<file path="src/rtl/io_ports.sv">
// Memory-mapped I/O port block: per-channel OUT/IN/MASK/STAT registers in a 256-byte window,
// with rising-edge capture into sticky STAT bits and a registered level interrupt.
module io_ports #(
    parameter logic [31:0] BASE    = 32'h1000_0000,
    parameter int unsigned NPORTS  = 1,
    parameter bit          SYNC_IN = 1'b1
) (
    input  logic                   clk,
    input  logic                   reset,
    input  logic [31:0]            rd_addr,
    input  logic                   rd_req,
    output logic [31:0]            rd_data,
    output logic                   rd_ack,
    input  logic [31:0]            wr_addr,
    input  logic [31:0]            wr_data,
    input  logic [3:0]             wr_be,
    input  logic                   wr_req,
    input  logic [32*NPORTS-1:0]   inport,
    output logic [32*NPORTS-1:0]   outport,
    output logic                   irq
);

    typedef logic [NPORTS-1:0][31:0] chan_t;

    chan_t       out_q, out_d;
    chan_t       mask_q, mask_d;
    chan_t       stat_q, stat_d;
    chan_t       in_s, in_prev_q, rise;
    logic [31:0] rd_val, rd_data_q, rd_data_d, be_mask;
    logic        rd_hit, wr_hit, rd_ack_q, irq_q, irq_d;
    logic        unused_addr_lsbs;

    assign unused_addr_lsbs = ^{rd_addr[1:0], wr_addr[1:0]};

    generate
        if (SYNC_IN) begin : g_sync2
            chan_t s1_q, s2_q;
            always_ff @(posedge clk or posedge reset) begin
                if (reset) begin
                    s1_q <= '0;
                    s2_q <= '0;
                end else begin
                    s1_q <= inport;
                    s2_q <= s1_q;
                end
            end
            assign in_s = s2_q;
        end else begin : g_sync1
            chan_t s1_q;
            always_ff @(posedge clk or posedge reset) begin
                if (reset) s1_q <= '0;
                else       s1_q <= inport;
            end
            assign in_s = s1_q;
        end
    endgenerate

    assign rise    = in_s & ~in_prev_q;
    assign rd_hit  = rd_req && (rd_addr[31:8] == BASE[31:8]);
    assign wr_hit  = wr_req && (wr_addr[31:8] == BASE[31:8]);
    assign be_mask = {{8{wr_be[3]}}, {8{wr_be[2]}}, {8{wr_be[1]}}, {8{wr_be[0]}}};

    // Channels at or above NPORTS never match the loop below, so they read as 0.
    always_comb begin
        rd_val = '0;
        for (int unsigned i = 0; i < NPORTS; i++) begin
            if (rd_addr[7:4] == 4'(i)) begin
                case (rd_addr[3:2])
                    2'd0:    rd_val = out_q[i];
                    2'd1:    rd_val = in_s[i];
                    2'd2:    rd_val = mask_q[i];
                    default: rd_val = stat_q[i];
                endcase
            end
        end
        rd_data_d = rd_hit ? rd_val : '0;
    end

    // W1C is applied before OR-ing in new edges so a same-cycle edge wins.
    always_comb begin
        out_d  = out_q;
        mask_d = mask_q;
        stat_d = stat_q;
        for (int unsigned i = 0; i < NPORTS; i++) begin
            if (wr_hit && wr_addr[7:4] == 4'(i) && wr_addr[3:2] == 2'd0)
                out_d[i] = (out_q[i] & ~be_mask) | (wr_data & be_mask);
            if (wr_hit && wr_addr[7:4] == 4'(i) && wr_addr[3:2] == 2'd2)
                mask_d[i] = (mask_q[i] & ~be_mask) | (wr_data & be_mask);
            if (wr_hit && wr_addr[7:4] == 4'(i) && wr_addr[3:2] == 2'd3)
                stat_d[i] = (stat_q[i] & ~(wr_data & be_mask)) | rise[i];
            else
                stat_d[i] = stat_q[i] | rise[i];
        end
        irq_d = |(stat_q & mask_q);
    end

    always_ff @(posedge clk or posedge reset) begin
        if (reset) begin
            out_q     <= '0;
            mask_q    <= '0;
            stat_q    <= '0;
            in_prev_q <= '0;
            rd_data_q <= '0;
            rd_ack_q  <= 1'b0;
            irq_q     <= 1'b0;
        end else begin
            out_q     <= out_d;
            mask_q    <= mask_d;
            stat_q    <= stat_d;
            in_prev_q <= in_s;
            rd_data_q <= rd_data_d;
            rd_ack_q  <= rd_hit;
            irq_q     <= irq_d;
        end
    end

    assign outport = out_q;
    assign rd_data = rd_data_q;
    assign rd_ack  = rd_ack_q;
    assign irq     = irq_q;

endmodule
</file>
<file path="config.mk">
export PLATFORM = sky130hd
export DESIGN_NAME = io_ports
export DESIGN_NICKNAME = d
export VERILOG_FILES = /design/src/rtl/io_ports.sv
export SDC_FILE = /design/constraint.sdc
export NUM_CORES = 1
export LEC_CHECK = 0
export CORE_MARGIN = 3
export CORE_UTILIZATION = 50
export CTS_CLUSTER_DIAMETER = 200
export DETAILED_ROUTE_END_ITERATION = 7
export PLACE_DENSITY = 0.8
export SLEW_MARGIN = 20
export SYNTH_ARGS = -nofsm -noshare
export SYNTH_HDL_FRONTEND = slang
export SYNTH_SLANG_ARGS = --single-unit
</file>
<file path="constraint.sdc">
create_clock -name clk -period 8.7 [get_ports clk]
set_input_delay 1.305 -clock clk [delete_from_list [all_inputs] [get_ports clk]]
set_output_delay 1.305 -clock clk [all_outputs]
set_load 0.02 [all_outputs]
</file>
Yosys cells after proc, flatten, opt, wreduce, memory -nomap -nowiden
Index checks and enable logic that the tools add are counted.
- equality and inequality tests: 6
- reduce and logical (&&, ||, !) cells: 11
- mux-type cells: 4
- bitwise operators: 13
- operators with widths (cell ; number):
    32-bit bitwise AND ; 6
    32-bit OR ; 4
    32-bit two-way mux ; 3
    32-bit inverter ; 3
    32-bit case mux with 3 select lines ; 1
    24-bit by 21-bit equality test with 1-bit output, second input constant ; 2
    32-bit OR reduction ; 1
    4-bit logical NOT ; 2
    2-bit equality test, second input constant ; 3
    1-bit logical AND ; 6
    2-bit logical NOT ; 2
    2-bit by 1-bit equality test with 1-bit output, second input constant ; 1
- register bits after elaboration: 226
- logic and storage cells: 43
- output and inout bits: 66
- input bits: 136

Depth between registers and ports, before layout
Gate-level depths: netlist (run 1).
- depth in word-level cells: 5
- gate-level depth with buffers: 6
- mapped depth without buffers: 4

Worst setup path after synthesis (run 1)
OpenSTA, ideal clock, no wires.
- path kind: in2reg
- start point: in wr_addr[14]
- end point: reg stat_q[0] (netlist name)
- buffers on the path: 2
- slack: 5.606 ns
- setup time: 0.129 ns
- stages on the path: 6
- required time: 8.571 ns
- data arrival time: 2.964 ns
- cell sequence: or4_4 or4_4 buf_6 buf_6 o31ai_1 o21ai_1
- RTL lines (item ; RTL line ; source):
    start, declared ; 14 ; input logic [31:0] wr_addr,
    end signal, assigned ; 109 ; stat_q <= stat_d;
    end, declared ; 27 ; chan_t stat_q, stat_d;

==> results, run 1 <==
- Setup repair after global routing left no endpoint under its margin.
- The number of hold buffers added after cts is 0.
- The post-CTS repair timing setup buffer count is 0.
- Setup violations remaining at the end of the flow were counted as 0.
- CTS placed an instance of clkbuf_16 at the clock tree root.
- The max-slew violation count is 0.
- The routed layout has 5,600 vias.
- For the worst setup path, the data arrival time is 3660 ps.
- The critical path crosses 5 cells after its start point.
- The final layout contains 901 nets.
- In this run, CTS created clock tree buffers numbering 23.
- After clock tree synthesis, the clock-pin slew on the worst setup and hold paths is 60 ps.
- The final setup TNS is 0 ps.
- Entering global routing, the biggest net connects 142 pins.
- The nature of the critical path endpoint is a flip-flop.
- Row generation in the floorplan step produced 47 rows.
- The number of diodes added for antenna fixing is 0.
- The total clock sinks is 226.
- The worst register-to-register path has a depth of 4.
- The share of Yosys cell area claimed by the top area cell type is 0.661.
- The floorplan step set the die height to 137 um.
- The static leakage is 5.04 nW.
- For this run, the register share of the synthesized area comes to 0.661.
- The library cells used most frequently in the layout, excluding fill and tap cells, are dfrtp_1, clkdlybuf4s50_1, mux2_2.
- The clock power share is 0.483.
- At the worst endpoint, the required time is 9080 ps.
- The ratio of routed vias to standard cells is 5.59.
- The core region is 16,600 um^2.
- The longest clock path from root to sink contains 3 buffers.
- The largest clock skew in the final design is 17.4 ps.
- The cell area after technology mapping is 8560 um^2.
- Static timing analysis puts the maximum clock frequency at 0.305 GHz.
- For this run, the number of Yosys warnings is 0.
- The part of the total power dissipated in sequential elements is 0.463.
- The floorplan step defined a die boundary enclosing 18,700 um^2.
- The detailed router finished its first iteration with 354 violations.
- The instance count of the mapped netlist is 562.
- TritonCTS built the clock tree.
- The type of the tightest min-delay check is flip-flop to flip-flop.
- The count of instances resized after the clock tree is built is 0.
- In this run the cell area measured after placement is 10,700 um^2.
- The worst hold path passes through 0 cells.
- The hold violation count in the final report is 0.
- The first global-routing pass estimated 33,600 um of wire.
- Counting distinct cell types in the post-synthesis netlist gives 30.
- Summed over all nets, the switching power comes to 0.474 mW.
- For this run, the detailed router's first-pass iteration total came to 5.
- In the routed design, unresolved DRC markers number 0.
- The synthesized area per cell is 15.2 um^2.
- In this run the tool buffered the top-level ports with 197 buffer cells.
- For this run, the slowest stage of the critical path takes 720 ps.
- Walking the worst path, the cells encountered are clkdlybuf4s50_1, or4b_2, nor4_4, nand3_2, mux2_2.
- Dividing the final minimum period by the clock period gives 0.377.
- In this run the worst path has a maximum fanout of 8.
- The kind of start point of the critical path is an input port.
- The buffering stage count on the worst path with inverters included is 1.
- The total power of the final layout is 2.34 mW.
- From synthesis to final layout, the design area changed by 35.6%.
- The flip-flop and latch count after synthesis is 226.
- After filler insertion, the fill cell instance count of the layout stands at 1,087.
- The ratio of cells with drive above 1 in the final layout is 0.211.
- The biggest area contributor in the post-synthesis netlist is dfrtp_1.
- The library cell used most frequently in the layout, excluding fill and tap cells, is dfrtp_1.
- The top-level I/O count is 202.
- For the pin with the worst max-slew slack, the measured transition is 990 ps.
- The switching fraction of total power is 0.202.
- The initial antenna violation count is 0.
- In this run the remaining antenna-violating nets after routing total 0.
- The sequential cell area is 5660 um^2.
- The utilization after layout is 0.697.
- Power spread over the standard cell area amounts to 202 nW/um^2.
- The max capacitance violation total is 0.
- The flow ran to the end, and the final reports show no timing, DRC or antenna violations.
- The number of nets in the synthesized netlist is 698.
- In this run the tightest slew margin relative to its limit is 0.340.
- After legalization and detailed placement, the total HPWL measured 14,600 um.
- Across every metal layer, demand over resource in global routing totals 0.235.
- IR analysis of the VDD net gives a maximum drop of 0.000154 V.
- Summing all multi-input logic gate instances after layout gives 2660 um^2.
- The relative contribution of combinational cells to total power is 0.055.
- The initial utilization of the core area, before any placement, comes to 0.514.
- The global placer's final weighted congestion is 0.879.
- The summed area of non-filler cells in the final layout is 11,600 um^2.
- The CTS H-tree depth is 1.
- By area the synthesized netlist is led by dfrtp_1, mux2_2, mux4_2.
- The cell family contributing the most delay on the critical path is simple AND/OR/NAND/NOR gates.
- The type of the worst setup path is input port to flip-flop.
- The die is 137 um wide.
- The number of global-route vias before repair was 6,177.
- On the critical path, the stage with the largest delay is an instance of or4b_2.
- The internal portion of the total power is 1.87 mW.
- Dividing the detail-routed wire length by the instance count gives 21.9 um.
- The overall overflow remaining after global route is 0.
- The wire length reported by the detailed router is 21,900 um.
- Counting I/O delays and the setup requirement, the final critical path takes 3280 ps.
- Clock latency on the worst-skew pair, taken at its later pin, is 510 ps.
path summary, 6_finish.rpt:
check,from,endpoint,slack [ps]
max,wr_addr[9],flip-flop,5420
min,g_sync2.s1_q[17],g_sync2.s2_q[17],350
max reg2reg,flip-flop,irq,6860
min reg2reg,g_sync2.s1_q[17],g_sync2.s2_q[17],350
max in group asynchronous,reset,g_sync2.s1_q[25],5940
min in group asynchronous,reset,g_sync2.s1_q[4],1400
final cells by class:
type,instances,area share
clock buffer,27,0.0535
timing repair buffer,201,0.172
sequential,226,0.487
clock inverter,15,0.0226
inverter,33,0.0113
multi-input combinational,280,0.229
tap,220,0.0237
through the flow:
step	setup WS, ps	hold WS, ps	std cells
after floorplan	1200	331	562
after global placement	4950	333	960
after detailed placement	4900	335	960
after CTS	5430	348	1002
after global routing	5330	352	1002
final	5420	348	1002
cell families after synthesis:
| group | share of synthesized area |
|---|---|
| AO/OA/AOI/OAI | 0.0649 |
| buffers and inverters | 0.0281 |
| flip-flops | 0.661 |
| multiplexers | 0.168 |
| AND/OR/NAND/NOR | 0.0776 |
power groups by stage:
stage | clock, mW | sequential (mW) | combinational (mW)
after floorplan | 0 | 1.10 | 0.0518
after global placement | 0 | 1.10 | 0.126
after detailed placement | 0 | 1.10 | 0.129
after CTS | 1.15 | 1.08 | 0.130
after global routing | 1.19 | 1.08 | 0.139
final | 1.13 | 1.08 | 0.128
layer usage:
layer	global-route usage	wire, um
met5	0	0
met1	0.313	8780
met2	0.396	10900
met4	0.0804	600
met3	0.0393	1570
cell usage after synthesis:
master    instances
or3_1             1
nand4_1           4
or4b_2            1
a221oi_1          2
nor2_1            2
a22o_1            2
nor2b_1          32
inv_1            33
o31ai_1          26
or4bb_1           1
mux4_2           32
buf_1             8
o21ai_1          30
clkbuf_1         11
nand2_1          32
a22oi_1          12
nor4_1            4
nand3_2           8
or4_1             3
buf_6             4
mux2_2           64
nor3_1            2
dfrtp_1         226
nor4_4            2
or4_4             4
and4_1            1
nand3_1           3
o31ai_2           6
nor4b_1           4
o21ai_0           2
(Power assumes the default switching activity.)
==> run 2: changes to the inputs <==
--- a/config.mk
+++ b/config.mk
@@ -6,10 +6,10 @@
 export NUM_CORES = 1
 export LEC_CHECK = 0
 export CORE_MARGIN = 3
-export CORE_UTILIZATION = 50
+export CORE_UTILIZATION = 45
 export CTS_CLUSTER_DIAMETER = 200
 export DETAILED_ROUTE_END_ITERATION = 7
-export PLACE_DENSITY = 0.8
+export PLACE_DENSITY = 0.76
 export SLEW_MARGIN = 20
 export SYNTH_ARGS = -nofsm -noshare
 export SYNTH_HDL_FRONTEND = slang
==> constraint.sdc (replaced) <==
create_clock -name clk -period 3 [get_ports clk]
set_input_delay 0.45 -clock clk [delete_from_list [all_inputs] [get_ports clk]]
set_output_delay 0.45 -clock clk [all_outputs]
set_load 0.02 [all_outputs]
==> run 2 against run 1 <==
  * Flip-flop and latch count unchanged
  * Worst hold slack worse by 5.9 ps
  * First-iteration DRC count down 20%
  * Wire length is 1.3% higher
  * Total power grew to 2.8 times the previous value
  * Final cell count grew 2.3%
  * Combinational power rose to 3.1 times the previous value
  * Non-clock buffer count is 15 higher
  * Largest cell class unchanged
==> results, run 2 (synthesis results as in run 1) <==
- Routability-driven placement finished with a final weighted congestion of 0.830.
- The top-level I/O count is 202.
- The CTS H-tree depth is 1.
- Setup slack closes at 698 ps.
- The floorplan step set the die width to 144 um.
- The initial utilization of the core area, before any placement, comes to 0.467.
- The number of global-route vias before repair is 6,171.
- Compared with the post-synthesis result, the final layout area differs by 36.7%.
- The initial antenna violation count is 0.
- The analysis attributes to cell leakage a power of 5.09 nW.
- Broken down by cell family, the worst path's largest delay share belongs to simple AND/OR/NAND/NOR gates.
- The sequential cell area is 5660 um^2.
- The stage delay of the slowest cell on the critical path is 570 ps.
- By instance count, the cell type seen most on the critical path is or4_4.
- The total clock sinks is 226.
- Buffers inserted to repair hold after CTS numbered 0.
- Setup repair after global routing left no endpoint under its margin.
- Walking the worst path, the cells encountered are clkdlybuf4s50_1, or4_4, or4_4, buf_12, o31ai_1, o21ai_0.
- Dividing the final minimum period by the clock period gives 0.767.
- At the pin with the least slew margin, the transition time is 635 ps.
- The ratio of cells with drive above 1 in the final layout is 0.219.
- The critical-path cell with the highest stage delay is or4_4.
- The die covers 20,700 um^2.
- The clock latency reported for the late side of the worst-skew pair is 500 ps.
- The global-route wire length before repair is 34,100 um.
- The critical-path maximum fanout is 32.
- The largest net degree at the start of global routing is 62.
- For the worst setup path, the data arrival time is 2660 ps.
- The largest clock skew in the final design is 7.72 ps.
- The clock tree from TritonCTS is built.
- For this run, the post-layout net count is 916.
- The number of standard cells in the layout, taps in and fillers out is 1,025.
- After clock tree synthesis, the clock-pin slew on the worst setup and hold paths is 60 ps.
- Once placement finished, the instance area stood at 10,900 um^2.
- The routed length per instance is 21.6 um.
- The post-layout minimum cycle time is 2300 ps.
- For this block, the routed nets add up to 22,200 um of wire.
- Summing internal, switching and leakage power gives 6.52 mW.
- In this run the power density over the cells is 558 nW/um^2.
- The type of the tightest min-delay check is flip-flop to flip-flop.
- The root cell of the clock tree is clkbuf_16.
- At the placement stage, the worst setup path has a slack of 186 ps.
- STA classifies the critical path startpoint as an input port.
- STA classifies the critical path endpoint as a flip-flop.
- The buffer depth of the longest clock path is 3.
- After detailed placement, the design holds a cell count of 984.
- After detailed routing, the number of remaining DRC violations is 0.
- The hold violation count in the final report is 0.
- The number of buffers and inverters on the critical path is 2.
- The type of the worst setup path is input port to flip-flop.
- From bottom edge to top edge, the die measures 144 um.
- The detailed placer's ending HPWL is 15,500 um.
- For the worst setup path, the data required time is 3360 ps.
- The ratio of routed vias to standard cells is 5.49.
- In the final layout, the multi-input gates occupy 2660 um^2.
- Timing would allow up to 0.434 GHz.
- The total vias in the final route is 5,632.
- Setup violations remaining at the end of the flow were counted as 0.
- In this run the standard cell core region covers 18,300 um^2.
- The most frequent standard cell in the layout excluding fill and tap cells is dfrtp_1.
- The top cell types in the final layout, fill and taps aside, are dfrtp_1, clkdlybuf4s50_1, mux2_2.
- The finished cells cover 11,700 um^2.
- The detail route stage leaves a number of antenna-violating nets equal to 0.
- In the global route stage, overall resource usage came out at 0.214.
- The run finished with clean final reports.
- At the end of the flow the core is filled with cells to 0.638.
- After clock tree synthesis, the repair step resized 0 gates.
- The max-slew violation count is 0.
- The count of filler cells inserted in the layout is 1,334.
- The worst-case IR drop observed on VDD is 0.000452 V.
- The remaining max-slew budget at the tightest pin is 0.576.
- Before antenna repair, the detailed router went through 4 iterations.
- The number of buffers inserted during clock tree synthesis is 23.
- The post-CTS repair timing setup buffer count is 0.
- The tool flagged a number of max-cap violations equal to 0.
- The placement row count is 49.
- The overall overflow remaining after global route is 0.
- The detailed router's first-iteration violation count is 282.
- During placement, the flow inserted port buffers numbering 197.
-- run 2: changes by cell type in the layout (fill, tap and decap cells not counted), moves of 2 or more --
cell and change:
bufinv_16 -3, buf_4 +11, clkbuf_1 +4, inv_6 -2
buf_12 +5
-- run 2: through the flow --
stage	hold WS, ps	setup TNS (ps)
6_report	342	0
2_1_floorplan	331	-90850
5_1_grt	350	0
3_5_place_dp	335	0
3_3_place_gp	331	0
4_1_cts	347	0
-- run 2: cell type report --
| class | count | share of cell area |
|---|---|---|
| clock inverter | 8 | 0.0123 |
| antenna | 1 | 0.000214 |
| sequential | 226 | 0.484 |
| multi-input combinational | 280 | 0.228 |
| inverter | 33 | 0.0109 |
| timing repair buffer | 216 | 0.185 |
| clock buffer | 32 | 0.0555 |
| tap | 229 | 0.0245 |
-- run 2: power breakdown --
group	internal (mW)	total (mW)	switching [mW]
clock	1.85	2.99	1.14
combinational	0.230	0.392	0.162
sequential	3.11	3.14	0.0295
-- run 2: worst reg2reg max path: cells and delay by family, from the launching register on --
family	cells	cell delay (ps)
AND/OR/NAND/NOR	2	690
flip-flops	1	390
AO/OA/AOI/OAI	2	550
-- run 2: layer usage --
layer,share of wire,vias up,GRT usage
li1,-,2468,-
met1,0.41,2901,0.284
met2,0.50,222,0.367
met3,0.061,41,0.0306
met4,0.028,0,0.0723
met5,0,-,0
-- run 2: worst paths after layout --
check | startpoint | slack (ps) | cells past startpoint | end
hold / removal | g_sync2.s1_q[21] | 340 | 0 | g_sync2.s2_q[21]
setup reg to reg | flip-flop | 1250 | 4 | irq
hold reg to reg | g_sync2.s1_q[21] | 340 | 0 | g_sync2.s2_q[21]
max in group asynchronous | reset | 1900 | 3 | asynchronous set/reset pin
setup / recovery | wr_addr[19] | 700 | 6 | stat_q[26]
min in group asynchronous | reset | 380 | 2 | g_sync2.s2_q[3]
